===== config.mk =====
export PLATFORM = sky130hd
export DESIGN_NAME = rom_image_blitter_flat
export DESIGN_NICKNAME = d
export VERILOG_FILES = /design/src/rtl/rom_image_blitter_if.sv /design/src/rtl/rom_image_blitter.sv /design/src/flat_wrapper.sv
export SDC_FILE = /design/constraint.sdc
export NUM_CORES = 1
export LEC_CHECK = 0
export BUFFER_PORTS_ARGS = -buffer_cell sky130_fd_sc_hd__buf_2
export CORE_MARGIN = 3
export CORE_UTILIZATION = 57
export DETAILED_ROUTE_END_ITERATION = 8
export GPL_TIMING_DRIVEN = 0
export PLACE_DENSITY = 0.9
export SLEW_MARGIN = 10
export SYNTH_ARGS = -nofsm -noshare
export SYNTH_HDL_FRONTEND = slang
export SYNTH_SLANG_ARGS = --single-unit

===== constraint.sdc =====
create_clock -name clock -period 2.3 [get_ports clock]
set_input_delay 0.23 -clock clock [delete_from_list [all_inputs] [get_ports clock]]
set_output_delay 0.23 -clock clock [all_outputs]
set_load 0.03 [all_outputs]

===== src/rtl/rom_image_blitter_if.sv =====
// Pixel-stream bundle between the image blitter, its image ROM and the VGA adapter.
// The blitter side is the master: it drives ROM address and the plot stream.
interface rom_image_blitter_if;
  logic        start;
  logic [2:0]  rom_q;
  logic [14:0] rom_address;
  logic [7:0]  x;
  logic [6:0]  y;
  logic [2:0]  colour;
  logic        plot;
  logic        busy;
  logic        done;

  modport master (
    input  start, rom_q,
    output rom_address, x, y, colour, plot, busy, done
  );

  modport slave (
    output start, rom_q,
    input  rom_address, x, y, colour, plot, busy, done
  );
endinterface


===== src/rtl/rom_image_blitter.sv =====
// Streams a row-major 3-bit image out of a single-port ROM into the VGA plot
// interface at one pixel per clock, with optional colour-key transparency.
module rom_image_blitter #(
  parameter int         IMG_W      = 160,
  parameter int         IMG_H      = 120,
  parameter int         BASE_ADDR  = 0,
  parameter int         X0         = 0,
  parameter int         Y0         = 0,
  parameter int         KEY_EN     = 0,
  parameter logic [2:0] KEY_COLOUR = 3'b000
) (
  input  logic                 clock,
  input  logic                 resetn,
  rom_image_blitter_if.master  bus
);

  if ((BASE_ADDR + IMG_W * IMG_H > 32768) || (IMG_W < 2) || (IMG_W > 256) ||
      (IMG_H < 1) || (IMG_H > 128)) begin : g_cfg_error
    $error("rom_image_blitter: image geometry does not fit the ROM or screen");
  end

  localparam logic [14:0] BASE_L   = 15'(BASE_ADDR);
  localparam logic [7:0]  X0_L     = 8'(X0);
  localparam logic [6:0]  Y0_L     = 7'(Y0);
  localparam logic [7:0]  LAST_COL = 8'(IMG_W - 1);
  localparam logic [6:0]  LAST_ROW = 7'(IMG_H - 1);

  typedef enum logic [2:0] {
    S_IDLE  = 3'd0,
    S_PRIME = 3'd1,
    S_DRAW  = 3'd2,
    S_FLUSH = 3'd3,
    S_FIN   = 3'd4
  } state_t;

  state_t      state_r, state_s;
  logic [14:0] addr_r, addr_s;
  logic [7:0]  col_r, col_s, col_d_r, col_d_s;
  logic [6:0]  row_r, row_s, row_d_r, row_d_s;
  logic [7:0]  x_r, x_s;
  logic [6:0]  y_r, y_s;
  logic [2:0]  colour_r, colour_s;
  logic        plot_r, plot_s;
  logic        busy_r, busy_s;
  logic        done_r, done_s;
  logic        wrap_s;

  function automatic logic pixel_visible(input logic [2:0] q);
    if ((KEY_EN != 0) && (q == KEY_COLOUR)) begin
      return 1'b0;
    end else begin
      return 1'b1;
    end
  endfunction

  assign wrap_s = (col_r == LAST_COL);

  // Next-state and next-output logic; col/row track the address in flight,
  // col_d/row_d track the pixel whose data is on rom_q this cycle.
  always_comb begin
    state_s  = state_r;
    addr_s   = addr_r;
    col_s    = col_r;
    row_s    = row_r;
    col_d_s  = col_d_r;
    row_d_s  = row_d_r;
    x_s      = x_r;
    y_s      = y_r;
    colour_s = colour_r;
    plot_s   = 1'b0;
    busy_s   = busy_r;
    done_s   = 1'b0;
    case (state_r)
      S_IDLE: begin
        // The done cycle is already IDLE, so a start there must still be ignored.
        if (bus.start && !done_r) begin
          state_s = S_PRIME;
          addr_s  = BASE_L;
          col_s   = 8'd0;
          row_s   = 7'd0;
        end else begin
          state_s = S_IDLE;
        end
      end
      S_PRIME: begin
        state_s = S_DRAW;
        busy_s  = 1'b1;
        addr_s  = addr_r + 15'd1;
        col_d_s = col_r;
        row_d_s = row_r;
        if (wrap_s) begin
          col_s = 8'd0;
          row_s = row_r + 7'd1;
        end else begin
          col_s = col_r + 8'd1;
        end
      end
      S_DRAW: begin
        plot_s   = pixel_visible(bus.rom_q);
        colour_s = bus.rom_q;
        x_s      = X0_L + col_d_r;
        y_s      = Y0_L + row_d_r;
        col_d_s  = col_r;
        row_d_s  = row_r;
        if (wrap_s && (row_r == LAST_ROW)) begin
          state_s = S_FLUSH;
        end else if (wrap_s) begin
          addr_s = addr_r + 15'd1;
          col_s  = 8'd0;
          row_s  = row_r + 7'd1;
        end else begin
          addr_s = addr_r + 15'd1;
          col_s  = col_r + 8'd1;
        end
      end
      S_FLUSH: begin
        state_s  = S_FIN;
        plot_s   = pixel_visible(bus.rom_q);
        colour_s = bus.rom_q;
        x_s      = X0_L + col_d_r;
        y_s      = Y0_L + row_d_r;
      end
      S_FIN: begin
        state_s = S_IDLE;
        done_s  = 1'b1;
        busy_s  = 1'b0;
      end
      default: begin
        state_s = S_IDLE;
        busy_s  = 1'b0;
      end
    endcase
  end

  // State, counters and registered outputs.
  always_ff @(posedge clock or negedge resetn) begin
    if (!resetn) begin
      state_r  <= S_IDLE;
      addr_r   <= 15'd0;
      col_r    <= 8'd0;
      row_r    <= 7'd0;
      col_d_r  <= 8'd0;
      row_d_r  <= 7'd0;
      x_r      <= 8'd0;
      y_r      <= 7'd0;
      colour_r <= 3'd0;
      plot_r   <= 1'b0;
      busy_r   <= 1'b0;
      done_r   <= 1'b0;
    end else begin
      state_r  <= state_s;
      addr_r   <= addr_s;
      col_r    <= col_s;
      row_r    <= row_s;
      col_d_r  <= col_d_s;
      row_d_r  <= row_d_s;
      x_r      <= x_s;
      y_r      <= y_s;
      colour_r <= colour_s;
      plot_r   <= plot_s;
      busy_r   <= busy_s;
      done_r   <= done_s;
    end
  end

  assign bus.rom_address = addr_r;
  assign bus.x           = x_r;
  assign bus.y           = y_r;
  assign bus.colour      = colour_r;
  assign bus.plot        = plot_r;
  assign bus.busy        = busy_r;
  assign bus.done        = done_r;

endmodule


===== src/flat_wrapper.sv =====
// flat-port wrapper written by rule: the top's interface ports become plain ports
module rom_image_blitter_flat 
#(
  parameter int         IMG_W      = 160,
  parameter int         IMG_H      = 120,
  parameter int         BASE_ADDR  = 0,
  parameter int         X0         = 0,
  parameter int         Y0         = 0,
  parameter int         KEY_EN     = 0,
  parameter logic [2:0] KEY_COLOUR = 3'b000
)
  (clock, resetn, bus_start, bus_rom_q, bus_rom_address, bus_x, bus_y, bus_colour, bus_plot, bus_busy, bus_done);
  rom_image_blitter_if bus_i ();
  input  logic clock;
  input  logic resetn;
  input wire logic [$bits(bus_i.start)-1:0] bus_start;
  input wire logic [$bits(bus_i.rom_q)-1:0] bus_rom_q;
  output wire logic [$bits(bus_i.rom_address)-1:0] bus_rom_address;
  output wire logic [$bits(bus_i.x)-1:0] bus_x;
  output wire logic [$bits(bus_i.y)-1:0] bus_y;
  output wire logic [$bits(bus_i.colour)-1:0] bus_colour;
  output wire logic [$bits(bus_i.plot)-1:0] bus_plot;
  output wire logic [$bits(bus_i.busy)-1:0] bus_busy;
  output wire logic [$bits(bus_i.done)-1:0] bus_done;
  assign bus_i.start = bus_start;
  assign bus_i.rom_q = bus_rom_q;
  assign bus_rom_address = bus_i.rom_address;
  assign bus_x = bus_i.x;
  assign bus_y = bus_i.y;
  assign bus_colour = bus_i.colour;
  assign bus_plot = bus_i.plot;
  assign bus_busy = bus_i.busy;
  assign bus_done = bus_i.done;
  rom_image_blitter #(.IMG_W(IMG_W), .IMG_H(IMG_H), .BASE_ADDR(BASE_ADDR), .X0(X0), .Y0(Y0), .KEY_EN(KEY_EN), .KEY_COLOUR(KEY_COLOUR)) u_core (.clock(clock), .resetn(resetn), .bus(bus_i));
endmodule

Word-level counts from Yosys, hierarchy flattened

Cells that the tools add are included.

Output and inout bits: 36
Flip-flop bits (word level): 69
Logic and storage cells: 50
Input bits: 6

Muxes and demuxes: 17
Add/sub/neg operators: 3
Reduce and logical (&&, ||, !) cells: 9
Equal/unequal tests: 9

Operators by type and width:

| cell                                                                    | number |
|---|---|
| 15-bit case mux with 3 select lines                                     | 1 |
| 15-bit two-way mux                                                      | 2 |
| 8-bit two-way mux                                                       | 3 |
| 8-bit case mux with 3 select lines                                      | 1 |
| 7-bit two-way mux                                                       | 3 |
| 7-bit case mux with 3 select lines                                      | 1 |
| 15-bit by 1-bit adder with 15-bit output, second input constant         | 1 |
| 3-bit case mux with 4 select lines                                      | 1 |
| 8-bit by 1-bit adder with 8-bit output, second input constant           | 1 |
| 8-bit equality test, second input constant                              | 1 |
| 7-bit by 1-bit adder with 7-bit output, second input constant           | 1 |
| 7-bit equality test, second input constant                              | 1 |
| 3-bit by 2-bit equality test with 1-bit output, second input constant   | 2 |
| 2-bit by 1-bit inequality test with 1-bit output, second input constant | 2 |
| 2-bit OR reduction                                                      | 2 |
| 3-bit by 1-bit equality test with 1-bit output, second input constant   | 1 |
| 3-bit equality test, second input constant                              | 1 |
| 3-bit zero test                                                         | 1 |
| 1-bit two-way mux                                                       | 3 |
| 3-bit two-way mux                                                       | 1 |
| 3-bit AND reduction                                                     | 1 |
| 3-bit nonzero test                                                      | 1 |
| 3-bit OR reduction                                                      | 1 |
| 1-bit logical AND                                                       | 2 |
| 3 further kinds                                                         | 3 |

Depth between registers and ports, before layout

Gate-level depths: netlist of run 1.

Word-level depth: 4
Depth in mapped cells: 8
Depth with buffers taken out: 6

Worst setup path before layout of run 1

No wires, ideal clock.

Path type: register to register
From: reg u_core.addr_r[0] (netlist: u_core.bus.rom_address[0])
To: reg u_core.addr_r[14] (netlist: u_core.bus.rom_address[14])
Cell stages (with the launch flop): 7
Setup time: 0.083 ns
Clock period less this slack: 1.775 ns
Path slack: 0.525 ns
Data required time: 2.217 ns
Data arrival time: 1.693 ns
Buffers on the path: 0
Path through: dfrtp_1 ha_1 nand2_1 nor2_1 nand3_1 or4_1 o21ai_0

Word-level cells in the longest chain between the ends: 3

RTL lines:

| item                                         | RTL line                                                                    | source |
|---|---|---|
| start: declaration                           | rom_image_blitter.sv:37                                                     | `logic [14:0] addr_r, addr_s;` |
| start signal: assignment                     | rom_image_blitter.sv:152                                                    | `addr_r <= addr_s;` |
| 15-bit by 1-bit adder with 15-bit output (*) | rom_image_blitter.sv:88, rom_image_blitter.sv:108, rom_image_blitter.sv:112 |  |
| 15-bit two-way mux                           | rom_image_blitter.sv:105                                                    | `if (wrap_s && (row_r == LAST_ROW)) begin` |
| 15-bit case mux with 3 select lines (*)      | rom_image_blitter.sv:73                                                     | `case (state_r)` |

Every way passes the cells marked *; elsewhere a longest branch is shown, timed or not. The select of a mux whose other input is x is not followed.
A chain may end at the register's enable or synchronous reset.

Final worst setup path of run 1

From: reg u_core.col_r[0]
To: reg u_core.row_r[4]

Word-level cells in the longest chain between the ends: 4
Elaborated cells between the ends (all ways): 7
Classes of those cells: eq/ne: 2; mux: 3; reduce/logical: 2

RTL lines:

| item                                                                             | RTL line                 | source |
|---|---|---|
| start: declaration                                                               | rom_image_blitter.sv:38  | `logic [7:0] col_r, col_s, col_d_r, col_d_s;` |
| start signal: assignment                                                         | rom_image_blitter.sv:153 | `col_r <= col_s;` |
| 8-bit equality test (*)                                                          | rom_image_blitter.sv:56  | `assign wrap_s = (col_r == LAST_COL);` |
| 7-bit two-way mux / 1-bit logical AND (equally long branches)                    | -                        |  |
| 7-bit two-way mux / 2-bit inequality test (equally long branches)                | -                        |  |
| 7-bit case mux with 3 select lines / 3-bit AND reduction (equally long branches) | -                        |  |
| end signal: assignment                                                           | rom_image_blitter.sv:154 | `row_r <= row_s;` |
| end: declaration                                                                 | rom_image_blitter.sv:39  | `logic [6:0] row_r, row_s, row_d_r, row_d_s;` |

Marked as above.

==> flow_metrics.py, run 1 <==
metrics = {
    "critical_path": {
        "crit_start": "u_core.col_r[0]$_DFFE_PN0P_",
        "reg2reg_slack_ns": 0.25,
        "crit_top_cell": "o211ai_2",
        "slowest_stage": "o211ai_2",
        "worst-path-buf-inv": 0,
        "reg2regPathDepth": 6,
        "r2r-end": "u_core.row_r[4]$_DFFE_PN0P_",
        "crit_family": "compound AO/OA/AOI/OAI gates",
        "cp.required_ns": 2.52,
        "arrival_ns": 2.26,
        "crit_end": "u_core.row_r[4]$_DFFE_PN0P_",
        "worstSetupEndpointType": "register",
        "path_class": "register to register",
        "reg2reg_from": "u_core.col_r[0]$_DFFE_PN0P_",
        "path_max_fanout": 9,
        "cp.depth": 6,
        "worstPathCellList": "ha_1, nand4_1, o211ai_2, o211ai_2, o21ai_0, o41ai_1",
        "start_kind": "register",
        "cp_slowest_stage_delay_ns": 0.46,
    },
    "finish": {
        "layout.nets": 371,
        "drive_gt1_share_pct": 25.07,
        "syn_to_final_growth_pct": 17.21,
        "num_antenna_cells": 0,
    },
    "clock_tree": {
        "cts_buffers": 9,
        "cts_max_path_buffers": 2,
        "cts_resized": 0,
        "cts_htree_levels": 3,
        "clk_latency_ns": 0.35,
        "postCtsSetupBuffers": 0,
        "clk_pin_slew_ns": 0.08,
        "cts_tree": "built",
        "cts.sinks": 69,
        "cts-root-buf": "clkbuf_8",
        "cts_hold_buf": 1,
    },
    "timing": {
        "fin_crit_sh_pct": 88.95,
        "hold_slack_ns": 0.1046,
        "fin_setup_tns_ns": 0,
        "setup_violations": 0,
        "hold_viol": 0,
        "min_period_ns": 2.046,
        "fmax_mhz": 488.8,
        "slew_violations": 0,
        "maxSlewHeadroom_pct": 58.20,
        "fin_skew_ns": 0.006192,
        "rsz0062_at_grt": "no",
        "tightest_slew_ns": 0.6270,
    },
    "routing": {
        "wl_per_cell_um": 15.38,
        "drc": 0,
        "drtIter0Drc": 187,
        "viasPerCell": 5.625,
        "postRouteAntennaNets": 0,
        "vias": 2458,
        "wl_um": 6719,
        "dr.pass1.iters": 4,
    },
    "power": {
        "cellPowerDensity_nw_per_um2": 1180,
        "p_leak_nw": 1.818,
        "irDropWorstVdd_uv": 665.3,
    },
    "logic_synthesis": {
        "syn_nets": 317,
        "avgSynthCellArea_um2": 10.06,
        "ys_ff_latch": 69,
        "synth_area_um2": 3098,
        "postSynthCellCount": 308,
        "ys_types": 38,
        "synth_warnings": 0,
        "seq_area_frac_synth_pct": 55.74,
    },
    "job": {
        "max_cap_viol_count": 0,
    },
    "floorplanning": {
        "start_util_pct": 59.89,
        "dieHeight_um": 79.72,
        "die_area_um2": 6355,
        "coreArea_um2": 5172,
        "die_w_um": 79.72,
        "num_rows": 26,
        "ios": 42,
    },
    "min_path": {
        "hold_class": "input pin to register",
    },
    "placed_design": {
        "gp_congestion": 0.8481,
        "hpwl_um": 4579,
        "portBuffers": 41,
    },
    "outcome": {
        "status": "finished clean",
    },
    "grt": {
        "grt_usage_pct": 23.20,
        "grt_max_degree": 46,
        "grt_pass1_vias": 2409,
        "overflow": 0,
        "grt_pass1_wl_um": 11270,
        "antenna_found_initial": 0,
    },
}
==> through the flow <==
step | cells | total power (W) | cell area, um2 | setup slack, ns | util, %
final | 437 | 0.004283 | 3631 | 0.2543 | 70.20
after global routing | 437 | 0.004549 | 3631 | 0.01251 | 70.20
after CTS | 437 | 0.004286 | 3631 | 0.2921 | 70.20
after detailed placement | 420 | 0.003247 | 3413 | 0.2979 | 65.99
after global placement | 419 | 0.003160 | 3391 | 0.4095 | 65.55
after floorplan | 308 | 0.002757 | 3098 | 0.5249 | -
==> how the worst min path moves through the flow <==
stage,startpoint,endpoint,depth (start not counted)
finish,bus_rom_q[2],u_core.bus.colour[2]$_DFFE_PN0P_,2
global route,bus_rom_q[2],u_core.bus.colour[2]$_DFFE_PN0P_,2
CTS,bus_rom_q[2],u_core.bus.colour[2]$_DFFE_PN0P_,2
detailed placement,resetn,u_core.row_d_r[3]$_DFFE_PN0P_,1
global placement,u_core.col_d_r[0]$_DFFE_PN0P_,u_core.col_d_r[0]$_DFFE_PN0P_,2
floorplan,resetn,u_core.bus.busy$_DFFE_PN0N_,0
==> placed cells by master, fill, tap and decap left out, types with 6 or more instances in the layout <==
| master | synthesis | routed |
|---|---|---|
| nand2_1 | 63 | 63 |
| clkbuf_8 | 0 | 10 |
| dfrtp_1 | 69 | 69 |
| and3_1 | 6 | 6 |
| inv_1 | 7 | 7 |
| o21ai_0 | 39 | 39 |
| o31ai_1 | 8 | 8 |
| buf_2 | 6 | 46 |
| nand3_1 | 13 | 13 |
| nor2_1 | 18 | 18 |
| a21oi_1 | 7 | 7 |
| mux2_2 | 18 | 18 |
==> synthesized netlist by cell type <==
master	number	area [um2]
nand2b_1	5	31.28
or3_1	1	6.260
nand2_1	63	236.5
and2_1	5	31.28
inv_1	7	26.28
xor2_1	1	8.760
ha_1	3	37.54
mux2_2	18	202.7
nand4_1	4	25.02
o41ai_1	3	26.28
o21ai_4	1	16.27
and3_1	6	37.54
or2_2	1	6.260
dfrtp_1	69	1727
o31ai_1	8	60.06
a21oi_2	1	8.760
a21oi_1	7	35.03
buf_6	2	22.52
xnor2_1	1	8.760
nand3_1	13	65.06
buf_1	2	7.510
o211ai_1	1	7.510
or2_4	1	8.760
nand3_2	1	10.01
a22o_1	1	8.760
nor3_1	2	10.01
o211ai_2	2	25.02
a21o_1	2	15.01
nor2b_1	3	18.77
buf_2	6	30.03
nor2_1	18	67.56
clkbuf_1	2	7.510
o21ai_2	1	8.760
or3b_1	1	8.760
a31oi_1	4	25.02
o21ai_0	39	195.2
or4_1	1	7.510
and4_1	2	17.52
==> routing by layer <==
metal / wire length [um] / global-route usage (%)
met1: 2880 / 30.06
met2: 3369 / 36.73
met3: 340 / 3.950
met4: 128 / 13.40
met5: 0 / 0
==> power breakdown <==
| part | switching [W] | internal (W) | total [W] |
|---|---|---|---|
| Combinational | 0.00119 | 0.000560 | 0.00175 |
| Sequential | 0.000125 | 0.00138 | 0.00150 |
| Clock | 0.000495 | 0.000537 | 0.00103 |
==> area by class of cell <==
| cell class | count | area, um2 |
|---|---|---|
| well taps | 70 | 87.58 |
| clock inverters | 6 | 70.07 |
| plain buffers | 12 | 67.56 |
| inverters | 7 | 26.28 |
| multi-input cells | 220 | 1277 |
| repair buffers | 43 | 237.7 |
| flip-flops and latches | 69 | 1727 |
| fillers | 416 | 1541 |
| clock buffers | 10 | 137.6 |
==> kinds of logic (layout without fill, tap and decap cells) <==
logic type               Yosys count  count (layout)  synth area share, %
multiplexers                      18              18                6.543
AND/OR/NAND/NOR                  127             127                18.98
adder cells (fa/ha/maj)            3               3                1.212
XOR/XNOR                           2               2               0.5655
buffers and inverters             19              78                3.029
AO/OA/AOI/OAI                     70              70                13.93
flip-flops                        69              69                55.74
==> registers in the layout, summed over array words and instances (netlist names), 3 cells and up <==
signal                  flops
u_core.bus.x                8
u_core.col_d_r              8
u_core.col_r                8
u_core.bus.rom_address     15
u_core.state_r              3
u_core.row_r                7
u_core.row_d_r              7
u_core.bus.y                7
u_core.bus.colour           3
No activity file was read; power rests on OpenSTA's default activity.
==> run 2: changes to the inputs <==
- CORE_UTILIZATION: 57 -> 60
- PLACE_DENSITY: 0.9 -> 0.94
- SLEW_MARGIN: 10 -> 40
- clock period: 2.3 -> 2.5 ns (I/O delays scaled with it)
==> run 2 against run 1 <==
Sequential power is 8% lower; core utilization rose by 5.4 points; via count grew 2.0%; critical path type unchanged; final area increased by 1.0%; critical path depth shrank 1; critical endpoint unchanged; register-to-register slack gained 0.20 ns; wire length is 2.4% higher; count of clock-buffer cells in the layout grew 1; power shrank 4.0%; clock power up 9%; die area shrank 4.6%; non-clock buffer count did not move.
==> flow_metrics.py, run 2 (same netlist as run 1, synthesis figures left out) <==
metrics = {
    "outcome": {
        "status": "finished clean",
    },
    "floorplanning": {
        "coreArea_um2": 4848,
        "ios": 42,
        "num_rows": 25,
        "die_area_um2": 6061,
        "dieHeight_um": 77.86,
        "die_w_um": 77.86,
        "start_util_pct": 63.90,
    },
    "timing": {
        "tightest_slew_ns": 0.5650,
        "slew_violations": 0,
        "fin_skew_ns": 0.01249,
        "fmax_mhz": 488.9,
        "setup_violations": 0,
        "hold_viol": 0,
        "fin_setup_tns_ns": 0,
        "maxSlewHeadroom_pct": 62.34,
        "rsz0062_at_grt": "no",
        "min_period_ns": 2.045,
        "fin_crit_sh_pct": 81.81,
    },
    "clock_tree": {
        "cts_buffers": 9,
        "cts_resized": 0,
        "postCtsSetupBuffers": 0,
        "clk_pin_slew_ns": 0.07,
        "cts_htree_levels": 3,
        "cts_max_path_buffers": 2,
        "cts-root-buf": "clkbuf_8",
        "cts_hold_buf": 1,
        "clk_latency_ns": 0.35,
        "cts_tree": "built",
        "cts.sinks": 69,
    },
    "critical_path": {
        "path_max_fanout": 9,
        "worstSetupEndpointType": "register",
        "slowest_stage": "or3b_1",
        "cp.required_ns": 2.71,
        "arrival_ns": 2.26,
        "start_kind": "register",
        "crit_top_cell": "o211ai_2",
        "path_class": "register to register",
        "cp_slowest_stage_delay_ns": 0.46,
        "worstPathCellList": "or3b_1, o211ai_2, o211ai_2, o21ai_0, o41ai_1",
        "worst-path-buf-inv": 0,
        "crit_family": "compound AO/OA/AOI/OAI gates",
    },
    "placed_design": {
        "gp_congestion": 0.8740,
        "dp.cells": 417,
        "placed_area_um2": 3410,
        "hpwl_um": 4424,
        "portBuffers": 41,
    },
    "routing": {
        "postRouteAntennaNets": 0,
        "wl_um": 6877,
        "viasPerCell": 5.774,
        "dr.pass1.iters": 5,
        "wl_per_cell_um": 15.85,
        "vias": 2506,
        "drc": 0,
        "drtIter0Drc": 233,
    },
    "grt": {
        "overflow": 0,
        "grt_max_degree": 42,
        "grt_pass1_wl_um": 11630,
        "grt_usage_pct": 25.11,
        "antenna_found_initial": 0,
        "grt_pass1_vias": 2456,
    },
    "power": {
        "cellPowerDensity_nw_per_um2": 1122,
        "irDropWorstVdd_uv": 695.7,
        "p_leak_nw": 1.843,
    },
    "finish": {
        "design_area_um2": 3667,
        "num_antenna_cells": 0,
        "final_util_pct": 75.64,
        "mostFrequentLayoutCells": "dfrtp_1, nand2_1, buf_2, o21ai_0",
        "final_common_cell": "dfrtp_1",
        "n_fill_cell": 329,
        "syn_to_final_growth_pct": 18.38,
        "drive_gt1_share_pct": 24.80,
        "largest_reg_flops": 15,
        "layout.nets": 371,
        "stdcell_count": 434,
    },
    "job": {
        "max_cap_viol_count": 0,
    },
    "min_path": {
        "hold_class": "input pin to register",
    },
}
[run 2: cell count changes in the layout (fill, tap and decap cells not counted), sizes merged]
cell      change
inv           -1
clkbuf        +1
clkinvlp      -2
bufinv        +2
[run 2: per-stage QoR]
step                setup WS [ns]  hold WS [ns]  total power [W]
finish                     0.4548        0.1299         0.004113
global placement           0.6107        0.4546         0.002909
global route               0.2576        0.1164         0.004348
floorplan                  0.7249      -0.04559         0.002536
CTS                        0.4974        0.1183         0.004121
detailed placement         0.5143        0.1957         0.002977
[run 2: routing by layer]
layer | vias to the layer above | GRT usage (%) | routed length, um
met2 | 76 | 42.29 | 3528
met4 | 0 | 12.46 | 157
met3 | 15 | 4.756 | 318
li1 | 1187 | - | -
met5 | - | 0 | 0
met1 | 1228 | 30.86 | 2874
[run 2: power breakdown]
group	internal, W	switching (W)	total (W)
sequential	0.00127	0.000113	0.00138
combinational	0.000515	0.00110	0.00161
clock	0.000694	0.000429	0.00112
total	0.00248	0.00164	0.00411
[run 2: path summary, 6_finish.rpt]
| kind | start | to | slack, ns | cells past startpoint |
|---|---|---|---|---|
| setup / recovery | u_core.col_r[5]$_DFFE_PN0P_ | u_core.row_r[4]$_DFFE_PN0P_ | 0.45 | 5 |
| max in group asynchronous | resetn | u_core.col_r[7]$_DFFE_PN0P_ | 1.58 | 3 |
| hold reg to reg | u_core.col_d_r[4]$_DFFE_PN0P_ | u_core.col_d_r[4]$_DFFE_PN0P_ | 0.48 | 2 |
| setup reg to reg | u_core.col_r[5]$_DFFE_PN0P_ | u_core.row_r[4]$_DFFE_PN0P_ | 0.45 | 5 |
| hold / removal | bus_rom_q[2] | u_core.bus.colour[2]$_DFFE_PN0P_ | 0.13 | 2 |
| min in group asynchronous | resetn | u_core.row_d_r[2]$_DFFE_PN0P_ | 0.38 | 2 |
[run 2: cell type report]
cell class	count	area, um2	area share, %
well taps	67	83.83	2.286
plain buffers	12	67.56	1.842
flip-flops and latches	69	1727	47.08
clock buffers	11	141.4	3.855
inverters	7	26.28	0.7165
repair buffers	43	237.7	6.482
clock inverters	5	106.4	2.900
multi-input cells	220	1277	34.83
==> run 3: changes to the inputs <==
- CORE_UTILIZATION: 60 -> 57
- PLACE_DENSITY: 0.94 -> 0.9
- clock period: 2.5 -> 2.08 ns (I/O delays scaled with it)
==> run 3 against run 2 <==
Flip-flop and latch count stayed put; combinational power rose by 30%; wire length hardly changed; sequential power rose by 20%; via count is 2.4% higher; non-clock buffer count grew 2; cell count is 0.92% higher; critical path depth up 2; power rose by 20%; final area grew 0.58%; fmax up 3.7%; register-to-register slack lost 0.35 ns; critical endpoint is now u_core.col_r[3]$_DFFE_PN0P_.
==> flow_metrics.py, run 3 (same netlist as run 1, synthesis figures left out) <==
metrics = {
    "power": {
        "irDropWorstVdd_uv": 746.5,
        "p_leak_nw": 1.853,
        "cellPowerDensity_nw_per_um2": 1334,
    },
    "clock_tree": {
        "clk_pin_slew_ns": 0.07,
        "cts_max_path_buffers": 2,
        "cts_htree_levels": 3,
        "cts_tree": "built",
        "cts.sinks": 69,
        "clk_latency_ns": 0.35,
        "cts-root-buf": "clkbuf_8",
        "cts_buffers": 9,
    },
    "finish": {
        "largest_reg_flops": 15,
        "final_util_pct": 71.31,
        "layout.nets": 373,
        "num_antenna_cells": 0,
        "mostFrequentLayoutCells": "dfrtp_1, nand2_1, buf_2, o21ai_0",
        "drive_gt1_share_pct": 26.09,
        "final_common_cell": "dfrtp_1",
        "n_fill_cell": 386,
        "seq_area_um2": 1728,
        "syn_to_final_growth_pct": 19.06,
        "multiInputGateArea_um2": 1311,
        "stdcell_count": 438,
    },
    "routing": {
        "wl_met2_um": 3266,
        "vias": 2566,
        "viasPerCell": 5.858,
        "dr.max_layer_used": "met4",
        "dr.pass1.iters": 6,
        "wl_met1_um": 2964,
        "wl_met3_um": 406,
        "wl_um": 6872,
        "postRouteAntennaNets": 0,
        "drc": 0,
        "drtIter0Drc": 174,
        "wl_per_cell_um": 15.69,
    },
    "timing": {
        "fin_skew_ns": 0.006708,
        "hold_viol": 0,
        "tightest_slew_ns": 0.6362,
        "rsz0062_at_grt": "no",
        "fmax_mhz": 507.1,
        "slew_violations": 0,
        "fin_setup_tns_ns": 0,
        "fin_crit_sh_pct": 94.80,
        "maxSlewHeadroom_pct": 57.58,
        "min_period_ns": 1.972,
        "finalWorstSetupSlack_ns": 0.1081,
        "setup_violations": 0,
        "hold_slack_ns": 0.08634,
    },
    "grt": {
        "grt_pass1_wl_um": 11360,
        "overflow": 0,
        "antenna_found_initial": 0,
        "grt_max_degree": 46,
        "grt_usage_pct": 23.59,
        "grt_pass1_vias": 2365,
    },
    "floorplanning": {
        "ios": 42,
        "start_util_pct": 59.89,
        "dieHeight_um": 79.72,
        "die_area_um2": 6355,
        "num_rows": 26,
        "die_w_um": 79.72,
        "coreArea_um2": 5172,
    },
    "critical_path": {
        "r2r-end": "u_core.col_r[3]$_DFFE_PN0P_",
        "worstPathCellList": "ha_1, nand4_1, or2_4, o21ai_4, buf_6, o21ai_0, o31ai_1",
        "worstSetupEndpointType": "register",
        "crit_family": "simple AND/OR/NAND/NOR gates",
        "cp_slowest_stage_delay_ns": 0.42,
        "slowest_stage": "dfrtp_1",
        "reg2reg_slack_ns": 0.11,
        "path_class": "register to register",
        "reg2regPathDepth": 7,
        "arrival_ns": 2.21,
        "start_kind": "register",
        "cp.required_ns": 2.32,
        "worst-path-buf-inv": 1,
        "path_max_fanout": 10,
        "reg2reg_from": "u_core.col_r[1]$_DFFE_PN0P_",
    },
    "min_path": {
        "min_to": "u_core.bus.colour[2]$_DFFE_PN0P_",
        "whs_path_depth": 2,
        "hold_class": "input pin to register",
        "min_from": "bus_rom_q[2]",
    },
    "placed_design": {
        "dpl_worst_slack_ns": 0.08201,
        "gp_congestion": 0.8481,
        "hpwl_um": 4526,
        "portBuffers": 41,
        "dp.cells": 420,
    },
    "job": {
        "max_cap_viol_count": 0,
    },
    "outcome": {
        "status": "finished clean",
    },
}
-- run 3: changes by cell type in the layout (fill, tap and decap cells not counted), sizes merged --
| cell | before | now |
|---|---|---|
| clkbuf | 13 | 12 |
| inv | 8 | 7 |
| bufinv | 3 | 2 |
| clkinvlp | 1 | 2 |
| buf | 52 | 53 |
| clkinv | 0 | 2 |
-- run 3: layout make-up --
cell class | instances | share of cell area [%]
plain buffers | 12 | 1.900
clock buffers | 9 | 3.358
clock inverters | 6 | 2.408
inverters | 7 | 0.7123
multi-input cells | 220 | 35.55
flip-flops and latches | 69 | 46.85
well taps | 70 | 2.374
repair buffers | 45 | 6.852
-- run 3: worst reg2reg max path, stage by stage (launching register included) --
cell and delay, ns:
dfrtp_1 0.42, ha_1 0.24, nand4_1 0.24, or2_4 0.35, o21ai_4 0.24, buf_6 0.18
o21ai_0 0.10, o31ai_1 0.10
-- run 3: repair_timing --
| action | 4_1_cts | 5_1_grt |
|---|---|---|
| setup endpoints to repair | 0 | 14 |
| hold endpoints to repair | 24 | 0 |
| buffers inserted | 0 | 2 |
| hold buffers | 1 | 0 |
| gates resized for setup | 0 | 6 |
-- run 3: routing by layer --
metal	track usage [%]	up-vias
met1	30.06	1244
li1	-	1184
met5	0	-
met2	38.40	113
met4	12.71	0
met3	3.950	25
-- run 3: stage by stage --
stage	total power, W	instance area (um2)
2_1_floorplan	0.003048	3098
3_3_place_gp	0.003495	3391
3_5_place_dp	0.003594	3413
4_1_cts	0.004781	3636
5_1_grt	0.005216	3689
6_report	0.004920	3689
-- run 3: worst max-delay path by stage --
stage | slack [ns] | cells after the start | start | endpoint
2_1_floorplan | 0.30 | 6 | u_core.bus.rom_address[0]$_DFFE_PN0P_ | u_core.bus.rom_address[14]$_DFFE_PN0P_
3_3_place_gp | 0.19 | 5 | u_core.col_r[5]$_DFFE_PN0P_ | u_core.row_r[4]$_DFFE_PN0P_
3_5_place_dp | 0.08 | 6 | u_core.col_r[0]$_DFFE_PN0P_ | u_core.row_r[4]$_DFFE_PN0P_
4_1_cts | 0.07 | 6 | u_core.col_r[0]$_DFFE_PN0P_ | u_core.row_r[4]$_DFFE_PN0P_
5_1_grt | 0.0001 | 7 | u_core.col_r[1]$_DFFE_PN0P_ | u_core.col_r[3]$_DFFE_PN0P_
6_report | 0.11 | 7 | u_core.col_r[1]$_DFFE_PN0P_ | u_core.col_r[3]$_DFFE_PN0P_
-- run 3: power breakdown --
part | switching, W | internal [W] | total [W]
clock network | 0.000509 | 0.000667 | 0.00118
logic | 0.00139 | 0.000697 | 0.00209
registers | 0.000134 | 0.00152 | 0.00166
